<file path="src/rtl/matrix_op_if.sv">
// Key-event and result bundle between the encoders, the matrix controller and the display stage.
interface matrix_op_if #(
    parameter int DW = 4,
    parameter int RW = DW + 1
);
    logic              digit_valid;
    logic [DW-1:0]     digit;
    logic [2:0]        opcode;
    logic              is_op;
    logic              is_result;
    logic              is_enter;
    logic [4*RW-1:0]   result_flat;
    logic              result_valid;
    logic              busy;
    logic              err;
    logic              cur_mat;
    logic [1:0]        cur_idx;

    modport master (
        output digit_valid, digit, opcode, is_op, is_result, is_enter,
        input  result_flat, result_valid, busy, err, cur_mat, cur_idx
    );

    modport slave (
        input  digit_valid, digit, opcode, is_op, is_result, is_enter,
        output result_flat, result_valid, busy, err, cur_mat, cur_idx
    );
endinterface

</file>
<file path="src/rtl/matrix_op_controller.sv">
// Collects two 2x2 operand matrices from key events, then adds or subtracts them
// element-serially and holds the 2x2 result for the display stage.
module matrix_op_controller #(
    parameter int DW = 4,
    parameter int RW = DW + 1
) (
    input  logic        clk,
    input  logic        nrst,
    matrix_op_if.slave  bus
);
    typedef enum logic [2:0] {
        ST_ENTER_A = 3'd0,
        ST_WAIT_OP = 3'd1,
        ST_ENTER_B = 3'd2,
        ST_WAIT_EQ = 3'd3,
        ST_COMPUTE = 3'd4,
        ST_DONE    = 3'd5
    } state_t;

    localparam logic [2:0] OP_ADD = 3'b001;
    localparam logic [2:0] OP_SUB = 3'b010;

    state_t            state_r, state_n;
    logic [1:0]        idx_r, idx_n;
    logic              cur_mat_r, cur_mat_n;
    logic [DW-1:0]     mat_a_r [4];
    logic [DW-1:0]     mat_b_r [4];
    logic [DW-1:0]     pending_r;
    logic              pending_v_r;
    logic [2:0]        op_r;
    logic [4*RW-1:0]   result_r;
    logic              result_valid_r;
    logic              busy_r;
    logic              err_r;

    logic              res_ev_s;
    logic              have_data_s;
    logic [DW-1:0]     commit_data_s;
    logic              commit_s;
    logic              err_s;
    logic              op_load_s;
    logic              calc_s;
    logic [RW-1:0]     elem_s;

    // An operator key wins over a simultaneous result key.
    assign res_ev_s      = bus.is_result & ~bus.is_op;
    assign have_data_s   = pending_v_r | bus.digit_valid;
    assign commit_data_s = bus.digit_valid ? bus.digit : pending_r;

    // Next-state, commit and error decode.
    always_comb begin
        state_n   = state_r;
        idx_n     = idx_r;
        cur_mat_n = cur_mat_r;
        commit_s  = 1'b0;
        err_s     = 1'b0;
        op_load_s = 1'b0;
        calc_s    = 1'b0;
        case (state_r)
            ST_ENTER_A, ST_ENTER_B: begin
                if (bus.is_op || res_ev_s) begin
                    err_s = 1'b1;
                end else begin
                    err_s = 1'b0;
                end
                if (bus.is_enter && have_data_s) begin
                    commit_s = 1'b1;
                    idx_n    = idx_r + 2'd1;
                    if (idx_r == 2'd3) begin
                        state_n = (state_r == ST_ENTER_A) ? ST_WAIT_OP : ST_WAIT_EQ;
                    end else begin
                        state_n = state_r;
                    end
                end else if (bus.is_enter) begin
                    err_s = 1'b1;
                end else begin
                    commit_s = 1'b0;
                end
            end
            ST_WAIT_OP: begin
                if (bus.is_op && (bus.opcode == OP_ADD || bus.opcode == OP_SUB)) begin
                    op_load_s = 1'b1;
                    cur_mat_n = 1'b1;
                    state_n   = ST_ENTER_B;
                    err_s     = bus.is_enter;
                end else if (bus.is_op || res_ev_s || bus.is_enter) begin
                    err_s = 1'b1;
                end else begin
                    err_s = 1'b0;
                end
            end
            ST_WAIT_EQ: begin
                if (bus.is_op || bus.is_enter) begin
                    err_s = 1'b1;
                end else begin
                    err_s = 1'b0;
                end
                if (res_ev_s) begin
                    state_n = ST_COMPUTE;
                end else begin
                    state_n = ST_WAIT_EQ;
                end
            end
            ST_COMPUTE: begin
                calc_s = 1'b1;
                idx_n  = idx_r + 2'd1;
                if (idx_r == 2'd3) begin
                    state_n = ST_DONE;
                end else begin
                    state_n = ST_COMPUTE;
                end
            end
            ST_DONE: begin
                err_s = res_ev_s;
                if (bus.is_enter) begin
                    state_n   = ST_ENTER_A;
                    cur_mat_n = 1'b0;
                    idx_n     = 2'd0;
                end else begin
                    state_n = ST_DONE;
                end
            end
            default: begin
                state_n   = ST_ENTER_A;
                idx_n     = 2'd0;
                cur_mat_n = 1'b0;
            end
        endcase
    end

    // Element-wise arithmetic on zero-extended operands; RW bits cannot overflow.
    always_comb begin
        elem_s = {1'b0, mat_a_r[idx_r]} + {1'b0, mat_b_r[idx_r]};
        if (op_r == OP_SUB) begin
            elem_s = {1'b0, mat_a_r[idx_r]} - {1'b0, mat_b_r[idx_r]};
        end else begin
            elem_s = {1'b0, mat_a_r[idx_r]} + {1'b0, mat_b_r[idx_r]};
        end
    end

    // State, operand storage, pending digit and registered outputs.
    always_ff @(posedge clk) begin
        if (!nrst) begin
            state_r        <= ST_ENTER_A;
            idx_r          <= 2'd0;
            cur_mat_r      <= 1'b0;
            pending_r      <= '0;
            pending_v_r    <= 1'b0;
            op_r           <= 3'd0;
            result_r       <= '0;
            result_valid_r <= 1'b0;
            busy_r         <= 1'b0;
            err_r          <= 1'b0;
            for (int k = 0; k < 4; k++) begin
                mat_a_r[k] <= '0;
                mat_b_r[k] <= '0;
            end
        end else begin
            state_r        <= state_n;
            idx_r          <= idx_n;
            cur_mat_r      <= cur_mat_n;
            err_r          <= err_s;
            busy_r         <= (state_n == ST_COMPUTE);
            result_valid_r <= (state_r == ST_DONE) && (state_n == ST_DONE);
            if (commit_s && cur_mat_r) begin
                mat_b_r[idx_r] <= commit_data_s;
            end else if (commit_s) begin
                mat_a_r[idx_r] <= commit_data_s;
            end else begin
                mat_a_r[idx_r] <= mat_a_r[idx_r];
            end
            // A forwarded digit is consumed by the commit, so it never lingers as pending.
            if (commit_s) begin
                pending_v_r <= 1'b0;
            end else if (bus.digit_valid && state_r != ST_COMPUTE) begin
                pending_r   <= bus.digit;
                pending_v_r <= 1'b1;
            end else begin
                pending_v_r <= pending_v_r;
            end
            if (op_load_s) begin
                op_r <= bus.opcode;
            end else begin
                op_r <= op_r;
            end
            if (calc_s) begin
                result_r[int'(idx_r)*RW +: RW] <= elem_s;
            end else begin
                result_r <= result_r;
            end
        end
    end

    assign bus.result_flat  = result_r;
    assign bus.result_valid = result_valid_r;
    assign bus.busy         = busy_r;
    assign bus.err          = err_r;
    assign bus.cur_mat      = cur_mat_r;
    assign bus.cur_idx      = idx_r;
endmodule

</file>
<file path="src/flat_wrapper.sv">
// flat-port wrapper written by rule: the top's interface ports become plain ports
module matrix_op_controller_flat 
#(
    parameter int DW = 4,
    parameter int RW = DW + 1
)
  (clk, nrst, bus_digit_valid, bus_digit, bus_opcode, bus_is_op, bus_is_result, bus_is_enter, bus_result_flat, bus_result_valid, bus_busy, bus_err, bus_cur_mat, bus_cur_idx);
  matrix_op_if #(.DW(DW), .RW(RW)) bus_i ();
  input  logic clk;
  input  logic nrst;
  input wire logic [$bits(bus_i.digit_valid)-1:0] bus_digit_valid;
  input wire logic [$bits(bus_i.digit)-1:0] bus_digit;
  input wire logic [$bits(bus_i.opcode)-1:0] bus_opcode;
  input wire logic [$bits(bus_i.is_op)-1:0] bus_is_op;
  input wire logic [$bits(bus_i.is_result)-1:0] bus_is_result;
  input wire logic [$bits(bus_i.is_enter)-1:0] bus_is_enter;
  output wire logic [$bits(bus_i.result_flat)-1:0] bus_result_flat;
  output wire logic [$bits(bus_i.result_valid)-1:0] bus_result_valid;
  output wire logic [$bits(bus_i.busy)-1:0] bus_busy;
  output wire logic [$bits(bus_i.err)-1:0] bus_err;
  output wire logic [$bits(bus_i.cur_mat)-1:0] bus_cur_mat;
  output wire logic [$bits(bus_i.cur_idx)-1:0] bus_cur_idx;
  assign bus_i.digit_valid = bus_digit_valid;
  assign bus_i.digit = bus_digit;
  assign bus_i.opcode = bus_opcode;
  assign bus_i.is_op = bus_is_op;
  assign bus_i.is_result = bus_is_result;
  assign bus_i.is_enter = bus_is_enter;
  assign bus_result_flat = bus_i.result_flat;
  assign bus_result_valid = bus_i.result_valid;
  assign bus_busy = bus_i.busy;
  assign bus_err = bus_i.err;
  assign bus_cur_mat = bus_i.cur_mat;
  assign bus_cur_idx = bus_i.cur_idx;
  matrix_op_controller #(.DW(DW), .RW(RW)) u_core (.clk(clk), .nrst(nrst), .bus(bus_i));
endmodule
</file>
<file path="config.mk">
export PLATFORM = sky130hd
export DESIGN_NAME = matrix_op_controller_flat
export DESIGN_NICKNAME = d
export VERILOG_FILES = /design/src/rtl/matrix_op_if.sv /design/src/rtl/matrix_op_controller.sv /design/src/flat_wrapper.sv
export SDC_FILE = /design/constraint.sdc
export NUM_CORES = 1
export LEC_CHECK = 0
export CORE_AREA = 2 2 82 84
export DETAILED_ROUTE_END_ITERATION = 7
export DIE_AREA = 0 0 84 86
export GPL_ROUTABILITY_DRIVEN = 0
export PLACE_DENSITY = 0.87
export RECOVER_POWER = 50
export SLEW_MARGIN = 10
export SYNTH_ARGS = -nofsm -noshare
export SYNTH_HDL_FRONTEND = slang
export SYNTH_SLANG_ARGS = --single-unit
</file>
<file path="constraint.sdc">
create_clock -name clk -period 3.2 [get_ports clk]
set_clock_uncertainty 0.05 [all_clocks]
set_input_delay 0.64 -clock clk [delete_from_list [all_inputs] [get_ports clk]]
set_output_delay 0.64 -clock clk [all_outputs]
set_load 0.02 [all_outputs]
</file>
==> key figures <==
Clocking
  – Number of CTS-inserted buffers: 9
  – CTS hold repair buffers: 0
  – Count of H-tree levels built during CTS: 3
  – TritonCTS clock tree: built
  – CTS sink count: 71
  – Worst-skew pair later-pin latency: 350 ps
  – Worst-path clk slew: ~70 ps
  – Clock tree root driver cell: clkbuf_8
  – CTS max path bufs: 2

Synth
  – Mean post-synth cell area: 10.2 um^2
  – Most common flop cell mapped by yosys: dfxtp_1
  – FFs w/ async S/R, synth: 0%
  – Syn Nets: 359
  – Post-synthesis register bit count: 71
  – Instance count of the mapped netlist: 336
  – Number of synthesized flops with an enable pin: 32
  – Mapped Area: 3440 um^2
  – Yosys Warn Count: 0
  – Post-synthesis cell type count: 52
  – Share of the yosys chip area belonging to registers: 50.7%

Floorplanning
  – Core Rows: 29
  – Chip Height: 86 um
  – Total Die Area: 7220 um^2
  – Core ar.: roughly 6300 um^2
  – Top-level I/O count: 39
  – Die width: between 80 and 90 um
  – Initial standard-cell utilization of the core: 54.7%

Final layout
  – Area of the multi-input gates: 1560 um^2
  – Total Nets Final: 402
  – Layout cells sized above 1: under 10%
  – Utilization after layout: 65.0%
  – Area Growth Syn to Fin: 18.8%
  – Highest-count cells in the layout ignoring fill and taps: 41 x nor2_1, 38 x dfxtp_1, 36 x nand2_1
  – Final cell count without fillers: around 460
  – Most frequent standard cell in the layout excluding fill and tap cells: nor2_1
  – Register area: 1740 um^2
  – Antenna cell count: 0
  – Layout filler cell count: around 470

Hold path
  – Endpoint with the worst hold slack: u_core.op_r[1]
  – Hold crit path type: flip-flop to flip-flop
  – Launch instance of the worst min-delay path: u_core.op_r[1]
  – Worst hold path depth: 2

Timing
  – Max transition margin: -7.29%
  – Final-layout setup total negative slack: 0 ps
  – Max Slew Vio Count: 44
  – Number of endpoints with negative hold slack in the final report: 0
  – Shortest clock period the worst path allows after layout: 3010 ps
  – Fin worst setup slack: roughly 190 ps
  – Final setup violating endpoints: 0
  – RSZ-0062 raised after global routing: false
  – Slew at the pin closest to its max-slew limit: 1610 ps
  – Tightest hold margin: 421 ps
  – Crit share post-route: 94.1%
  – Highest Clock Rate: 332 MHz

Detailed routing
  – Post-detailed-route via-to-cell ratio: 5.78
  – Post-detailed-route wirelength per cell: ~16 um
  – TritonRoute pass-1 iters: 5
  – Detail Route Antenna Nets: 0
  – Routed Wire Length: about 7500 um
  – Drt initial violations: 171
  – Drc violations: 0
  – Via count: 2664

GRT
  – Residual overflow from global routing: 0
  – Number of global-route vias before repair: 2538
  – Initial antenna violation count: 0
  – Global router's overall resource usage: 22.3%
  – Wire length of the first global-routing pass: 12400 um
  – Pin count of the biggest net entering global routing: 44

Worst setup path
  – Required @ worst endpoint: 3380 ps
  – Type of the setup path with the least slack: flip-flop to flip-flop
  – Endpoint of the worst register-to-register path: u_core.bus.result_flat[3]
  – Worst-path fanout max: 5
  – Setup slack, reg-to-reg: 190 ps
  – Critical path data arrival time: 3200 ps
  – Crit start category: flip-flop
  – Worst setup EP type: flip-flop
  – Cell count of the worst reg-to-reg path: 10

Power and ir drop
  – Worst IR Drop VDD: ~0.00024 V
  – Lkg Pwr: about 1.6 nW
  – Cell Pwr Density: ~480 nW/um^2

Run status
  – Violated checks: max-capacitance violations, max-slew violations
  – Result of the run: complete, but fails checks

Place
  – Pre-CTS setup slack: between 150 and 200 ps
  – Port Buffer Count: 38
  – Placed Cells: 445
  – Post-DP HPWL: 5450 um

Job
  – # Max-Cap Violations: 1
-- cell usage after synthesis (2+ instances only) --
| library cell | number | area (um^2) |
|---|---|---|
| a21oi_1 | 11 | 55.1 |
| a22oi_1 | 8 | 60.1 |
| a32oi_1 | 4 | 35.0 |
| and2_1 | 10 | 62.6 |
| and3_1 | 3 | 18.8 |
| clkbuf_1 | 13 | 48.8 |
| dfxtp_1 | 39 | 781 |
| edfxtp_1 | 32 | 961 |
| ha_1 | 9 | 113 |
| inv_1 | 14 | 52.6 |
| mux2i_1 | 10 | 100 |
| mux4_1 | 6 | 158 |
| mux4_2 | 2 | 45.0 |
| nand2_1 | 36 | 135 |
| nand2b_1 | 4 | 25.0 |
| nand3_1 | 5 | 25.0 |
| nand4_1 | 2 | 12.5 |
| nor2_1 | 41 | 154 |
| nor2b_1 | 21 | 131 |
| nor3_1 | 11 | 55.1 |
| nor3b_1 | 2 | 15.0 |
| nor4b_1 | 2 | 17.5 |
| o21ai_0 | 15 | 75.1 |
| o21ai_1 | 4 | 20.0 |
| or3_1 | 2 | 12.5 |
| xnor2_1 | 2 | 17.5 |
| xor2_1 | 3 | 26.3 |
-- sequential cells by signal (all words and copies together) (netlist names), named ones only --
register,flops
u_core.bus.busy,1
u_core.bus.result_flat,20
u_core.bus.cur_mat,1
u_core.pending_v_r,1
u_core.bus.result_valid,1
u_core.pending_r,4
u_core.mat_b_r,16
u_core.bus.err,1
u_core.bus.cur_idx,2
u_core.state_r,3
u_core.mat_a_r,16
u_core.op_r,3
-- per-layer routing --
metal,share of wire (%),global-route usage [%],vias to the layer above
met3,6.1,3.66,18
met1,42,27.5,1261
li1,-,-,1285
met4,2.1,9.97,0
met2,50,38.8,100
met5,0,0,-
-- cell families after synthesis --
| logic type | synth area share (%) |
|---|---|
| simple gates | 21.3 |
| flops | 50.7 |
| compound gates | 9.80 |
| buf+inv | 3.93 |
| mux | 9.14 |
| fa+ha+maj | 3.86 |
| xor+xnor | 1.27 |
-- worst max-delay path, stage by stage, from the launching register on --
cell and delay (ps):
dfxtp_2 400, mux4_1 620, inv_1 80, ha_1 210, mux2i_1 240, ha_1 280, nor2b_1 130, o21a_1 170
or3_1 390, a32oi_1 260, nor2b_1 70
-- power by group --
| group | leakage (nW) | switching (mW) | internal (mW) | total (mW) |
|---|---|---|---|---|
| Sequential | 0.649 | 0.0188 | 0.977 | 0.996 |
| Clock | 0.0960 | 0.336 | 0.357 | 0.694 |
| Combinational | 0.870 | 0.158 | 0.111 | 0.269 |
-- layout make-up --
type	count	area share (%)
clock inverters	6	1.50
well taps	77	2.36
flip-flops and latches	71	42.7
multi-input cells	234	38.2
clock buffers	10	3.13
repair buffers	48	10.7
inverters	15	1.38
-- per-stage QoR --
step / cell area, um^2 / total power [mW]
after global routing: 4080 / 2.03
final: 4080 / 1.96
after global placement: 3910 / 1.27
after CTS: 4100 / 1.97
after floorplan: 3440 / 1.19
after detailed placement: 3910 / 1.28
-- repair_timing --
item,in CTS,in global routing
gates resized for setup,0,2
setup buffers,0,0
setup endpoints to repair,0,6
-- worst max-delay path by stage --
stage	from	end
floorplan	flip-flop	u_core.bus.result_flat[18]
global placement	flip-flop	u_core.bus.result_flat[18]
detailed placement	flip-flop	u_core.bus.result_flat[8]
CTS	flip-flop	u_core.bus.result_flat[3]
global route	flip-flop	u_core.bus.result_flat[3]
finish	flip-flop	u_core.bus.result_flat[3]
Power figures use the tool's default switching activity.
